[src/rtl/kalman_frame_tx.sv]
// Snapshots the Kalman filter state/covariance on a trigger and streams it as a
// checksummed byte frame (header, x, optional p, seq, chk) over valid/ready.
module kalman_frame_tx #(
    parameter logic [7:0] HDR0 = 8'hC0,
    parameter logic [7:0] HDR1 = 8'hC0,
    parameter bit         P_EN = 1'b1
) (
    input  logic               i_clk,
    input  logic               i_rst_n,
    input  logic               i_trig,
    input  logic signed [31:0] i_x,
    input  logic signed [31:0] i_p,
    output logic        [7:0]  o_data,
    output logic               o_valid,
    input  logic               i_ready,
    output logic               o_busy,
    output logic        [15:0] o_drop_cnt
);

    localparam int         FRAME_LEN = P_EN ? 12 : 8;
    localparam logic [3:0] LAST_IDX  = 4'(FRAME_LEN - 1);

    typedef enum logic {S_IDLE, S_SEND} state_t;

    state_t             r_state, w_state_nxt;
    logic        [3:0]  r_idx, w_idx_nxt;
    logic signed [31:0] r_x, r_p;
    logic        [7:0]  r_seq, r_chk;
    logic        [15:0] r_drop_cnt;
    logic               w_capture, w_drop, w_seq_inc;
    logic        [7:0]  w_byte, w_chk_nxt;

    function automatic logic [7:0] byte_sum(input logic [31:0] v);
        return v[31:24] + v[23:16] + v[15:8] + v[7:0];
    endfunction

    // Checksum is built from the live inputs so it is ready with the snapshot.
    always_comb begin
        w_chk_nxt = byte_sum(i_x) + r_seq;
        if (P_EN)
            w_chk_nxt = w_chk_nxt + byte_sum(i_p);
    end

    always_comb begin
        w_byte = 8'h00;
        case (r_idx)
            4'd0:    w_byte = HDR0;
            4'd1:    w_byte = HDR1;
            4'd2:    w_byte = r_x[31:24];
            4'd3:    w_byte = r_x[23:16];
            4'd4:    w_byte = r_x[15:8];
            4'd5:    w_byte = r_x[7:0];
            4'd6:    w_byte = P_EN ? r_p[31:24] : r_seq;
            4'd7:    w_byte = P_EN ? r_p[23:16] : r_chk;
            4'd8:    w_byte = r_p[15:8];
            4'd9:    w_byte = r_p[7:0];
            4'd10:   w_byte = r_seq;
            4'd11:   w_byte = r_chk;
            default: w_byte = 8'h00;
        endcase
    end

    always_comb begin
        w_state_nxt = r_state;
        w_idx_nxt   = r_idx;
        w_capture   = 1'b0;
        w_drop      = 1'b0;
        w_seq_inc   = 1'b0;
        o_valid     = 1'b0;
        o_busy      = 1'b0;
        o_data      = 8'h00;
        case (r_state)
            S_IDLE: begin
                if (i_trig) begin
                    w_capture   = 1'b1;
                    w_state_nxt = S_SEND;
                end
            end
            S_SEND: begin
                o_valid = 1'b1;
                o_busy  = 1'b1;
                o_data  = w_byte;
                w_drop  = i_trig;
                if (i_ready) begin
                    if (r_idx == LAST_IDX) begin
                        w_idx_nxt   = 4'd0;
                        w_seq_inc   = 1'b1;
                        w_state_nxt = S_IDLE;
                    end else begin
                        w_idx_nxt = r_idx + 4'd1;
                    end
                end
            end
            default: w_state_nxt = S_IDLE;
        endcase
    end

    always_ff @(posedge i_clk or negedge i_rst_n) begin
        if (!i_rst_n) begin
            r_state    <= S_IDLE;
            r_idx      <= 4'd0;
            r_x        <= '0;
            r_p        <= '0;
            r_seq      <= 8'h00;
            r_chk      <= 8'h00;
            r_drop_cnt <= 16'h0000;
        end else begin
            r_state <= w_state_nxt;
            r_idx   <= w_idx_nxt;
            if (w_capture) begin
                r_x   <= i_x;
                r_p   <= i_p;
                r_chk <= w_chk_nxt;
            end
            if (w_seq_inc)
                r_seq <= r_seq + 8'd1;
            if (w_drop && (r_drop_cnt != 16'hFFFF))
                r_drop_cnt <= r_drop_cnt + 16'd1;
        end
    end

    assign o_drop_cnt = r_drop_cnt;

endmodule
[config.mk]
export PLATFORM = sky130hd
export DESIGN_NAME = kalman_frame_tx
export DESIGN_NICKNAME = d
export VERILOG_FILES = /design/src/rtl/kalman_frame_tx.sv
export SDC_FILE = /design/constraint.sdc
export NUM_CORES = 1
export LEC_CHECK = 0
export ABC_AREA = 1
export BUFFER_PORTS_ARGS = -buffer_cell sky130_fd_sc_hd__buf_2
export CORE_UTILIZATION = 58
export DETAILED_ROUTE_END_ITERATION = 16
export GPL_TIMING_DRIVEN = 0
export PLACE_DENSITY = 0.85
export SYNTH_ARGS = -nofsm -noshare
export SYNTH_HDL_FRONTEND = slang
export SYNTH_SLANG_ARGS = --single-unit
[constraint.sdc]
create_clock -name i_clk -period 4.9 [get_ports i_clk]
set_clock_uncertainty 0.15 [all_clocks]
set_input_delay 0.245 -clock i_clk [delete_from_list [all_inputs] [get_ports i_clk]]
set_output_delay 0.245 -clock i_clk [all_outputs]
set_load 0.05 [all_outputs]
======== Word-level counts from Yosys, hierarchy flattened ========
Cells that the tools add are included.
storage, ports and cells
  bits in registers ....................... 101
  input port bits ......................... 68
  output and inout port bits .............. 26
  word-level logic and storage cells ...... 48
operators by class
  $add $sub $neg .......................... 11
  eq/ne operators ......................... 12
  mux-type cells .......................... 13
  bitwise operators ....................... 1
  reductions and logical operators ........ 4
operator list
  cell                                                                    count
  8-bit one-hot mux with 11 select lines                                  1
  8-bit adder                                                             8
  16-bit by 1-bit adder with 16-bit output (second input constant)        1
  4-bit by 3-bit equality test with 1-bit output (second input constant)  4
  4-bit equality test (second input constant)                             4
  16-bit inequality test (second input constant)                          1
  1-bit two-way mux                                                       9
  8-bit by 1-bit adder with 8-bit output (second input constant)          1
  4-bit by 2-bit equality test with 1-bit output (second input constant)  2
  8-bit two-way mux                                                       1
  4-bit by 1-bit adder with 4-bit output (second input constant)          1
  4-bit by 1-bit equality test with 1-bit output (second input constant)  1
  4-bit logical NOT                                                       1
  4-bit two-way mux                                                       1
  1-bit one-hot mux with 2 select lines                                   1
  2-bit AND reduction                                                     1
  2-bit OR reduction                                                      1
  1-bit logical AND                                                       1
  1-bit NOT                                                               1

======== Depth between registers and ports, before layout ========
  depth after elaboration ................. 5
  mapped depth ............................ 21
  depth with buffers taken out ............ 21

======== Worst setup path after synthesis ========
Ideal clock, no wire load.
  path kind ............................... in2reg
  start point ............................. in i_x[4]
  end point ............................... reg r_chk[7]
  library setup time ...................... 118 ps
  data arrival time ....................... 3485 ps
  data required time ...................... 4632 ps
  setup slack ............................. 1147 ps
  cell stages on the path ................. 18
  buffers on the path ..................... 0
  path through ............................ inv_1 fa_1 inv_1 fa_1 fa_1 inv_1 fa_1 inv_1 ha_1 a21oi_1 nand2_1 nand2_1 nand2_1 a21o_1 inv_1 nand2_1 nand3_1 nand2_1
on the way
  cells in the longest elaborated chain, start to end .. 3
ends and longest elaborated chain
  what                  line  source
  start, declared       11    input logic signed [31:0] i_x,
  8-bit adder           34    return v[31:24] + v[23:16] + v[15:8] + v[7:0];
  8-bit adder           39    w_chk_nxt = byte_sum(i_x) + r_seq;
  8-bit adder           41    w_chk_nxt = w_chk_nxt + byte_sum(i_p);
  end signal, assigned  113   r_chk <= w_chk_nxt;
  end, declared         28    logic [7:0] r_seq, r_chk;
Every way passes these cells.
A chain may end at the register's enable or synchronous reset.

======== Worst setup path after layout ========
  start point ............................. in i_x[12]
  end point ............................... reg r_chk[7]
on the way
  cells in the longest elaborated chain, start to end .. 4
ends and longest elaborated chain
  what                      line
  8-bit adder (2 in a row)  34
  8-bit adder               39
  8-bit adder               41
Every way passes these cells.

==> metrics <==
Clock transition at path regs=100 ps; Final HPWL DP=12.7 mm; synth-to-layout area growth=20.8%; max frequency=235 MHz; P_sw=2.45 mW; Setup-failing EPs final=0; Hold-fix buffers, CTS=46; Die Wd=107 um; post_cts resized=0; crit path kind=primary input to flop; FILL cells=819; post-synth cell types=39; Num CTS Buffers=9; Syn. warnings=0; actual slew at the worst max-slew pin=1020 ps; Worst Setup End Kind=flop; net count after synthesis=895; register area share after synthesis=0.393; largest net degree at the start of global routing=73; Initial DRT Pass Iterations=11; outcome=finished with violations; Worst EP required=5020 ps; H-tree depth=3; violated checks=DRC; Post-synth EDFFs=0; Pleak=4.18 nW; RSZ-0062 raised after global routing=no; commonest cells in the netlist=248 x nand2_1, 129 x inv_1, 101 x dfrtp_1, 53 x nand3_1, 46 x o21ai_0; clk sinks=101; post-synth top area cell=dfrtp_1; Seq. cell area=2530 sq um; Slew headroom=0.318; antenna diode count=0; synthesized cell area=6430 sq um; Clock Power Share=0.114; CP Launch Type=primary input; die height=107 um; share of power burned in registers=0.300; # IOs=94; Comb pwr share=0.586; vias in the first global route=5874; Post-Route WL=18.5 mm; Core ar.=10800 sq um; routability cong.=0.903; Post-synth ARST share=1.00; count leader, synth=nand2_1; Main synth FF type=dfrtp_1; total of max-cap violations=0; Finished Layout Cells=1064; GR Overflow Total=0; initial antenna violation count=0; Int Pwr=2.45 mW; latest clock arrival within the worst-skew pair=370 ps; root buffer cell=clkbuf_8; Setup TNS=0 ps; Inst Count DP=1002; Sw Share=0.500; multi-input logic area=3270 sq um; Total Power=4.90 mW; Fin. Hold Viols=0; first-pass GRT wire length=29.1 mm; Starting Density=0.593; largest cells by area after synthesis=dfrtp_1 39%, nand2_1 14%, fa_1 14%; Vias=5966; share of cells above drive strength 1=0.158; crit path time final=4260 ps; synthesized flop and latch total=101; DRC=1; top cell type's share of synthesized area=0.393; Clock Path Buffers=2; fin. max-slew vios=0; Initial DRC Count=578; hold_ws=6.38 ps; cell row count=38; CTS tree=built; period utilization=0.869; Die ar.=11500 sq um; Tot GR Track Use=0.344; worst-path maximum fanout=5; CP arrival=4380 ps; VDD IR max=0.569 mV; Net count, final=1046; Syn Area/Cell=8.38 sq um; Post-DRT Antenna Nets=0; post-synthesis cell count=768; post-CTS setup buffer count=0; Via-to-Cell Ratio=5.61; number of port buffers=93; Hold Crit Class=primary input to flop; wire per inst=17.4 um; PD cells=631 nW/um^2
-- placed cells by master, fill, tap and decap left out, types with 22 or more instances in the layout --
master / Yosys / routed
dfrtp_1: 101 / 101
inv_1: 129 / 129
nand3_1: 53 / 53
nor2_1: 22 / 22
dlygate4sd3_1: 0 / 46
nand2_1: 248 / 248
buf_2: 8 / 100
o21ai_0: 46 / 46
fa_1: 45 / 45
-- flip-flops by register name (all words and copies together) (netlist names) --
register and flops:
o_drop_cnt 16, r_p 32, r_x 32, r_chk 8
r_idx 4, r_seq 8, r_state 1
-- kinds of logic after synthesis --
family / synth area share
AOI/OAI and AO/OA: 0.0654
buffers and inverters: 0.0996
DFF: 0.393
and+or+nand+nor: 0.241
adders and majority gates: 0.167
xor gates and xnor gates: 0.0338
-- per-stage QoR --
stage	setup slack [ps]	utilization	area [sq um]
detailed placement	816	0.656	7110
global placement	903	0.652	7070
CTS	711	0.717	7770
global route	453	0.717	7770
finish	642	0.717	7770
floorplan	1150	-	6430
-- cell type report --
class	count	area share
multi-input combinational	508	0.421
sequential	101	0.325
timing repair buffer	140	0.123
inverter	134	0.0652
tap	140	0.0225
clock buffer	12	0.0187
buffer	25	0.0172
clock inverter	4	0.00709
-- worst max-delay path, stage by stage --
cell and delay (ps):
dlygate4sd3_1 520, buf_2 110, inv_1 50, fa_1 530
inv_1 80, fa_1 530, fa_1 550, inv_1 50
fa_1 520, inv_1 40, ha_1 340, a21oi_1 170
nand2_1 90, nand2_1 80, nand2_1 60, a21o_1 180
inv_1 60, nand2_1 40, nand3_1 60, nand2_1 70
-- final timing paths --
kind,from,end,slack (ps),cells past startpoint
worst min register to register,r_p[30]$_DFFE_PN0P_,r_p[30]$_DFFE_PN0P_,320,2
worst min-delay path,i_p[1],r_p[1]$_DFFE_PN0P_,6,3
max in group asynchronous,i_rst_n,r_p[21]$_DFFE_PN0P_,3690,3
worst max-delay path,i_x[12],r_chk[7]$_DFFE_PN0P_,640,20
worst max register to register,r_seq[4]$_DFFE_PN0P_,r_chk[7]$_DFFE_PN0P_,940,16
min in group asynchronous,i_rst_n,r_x[17]$_DFFE_PN0P_,190,2
-- metal layers --
metal,share of wire,global-route usage,up-vias
li1,-,-,2665
met1,0.37,0.431,2759
met2,0.46,0.541,423
met3,0.11,0.0702,119
met4,0.064,0.231,0
met5,0,0,-
-- power groups by stage --
stage          clock network (mW)  logic (mW)  registers, mW
6_report                    0.559        2.87           1.47
5_1_grt                     0.590        3.22           1.51
4_1_cts                     0.561        2.83           1.46
3_5_place_dp                    0        2.78           1.47
3_3_place_gp                    0        2.67           1.46
2_1_floorplan                   0        2.01           1.49
(Power assumes the default switching activity.)
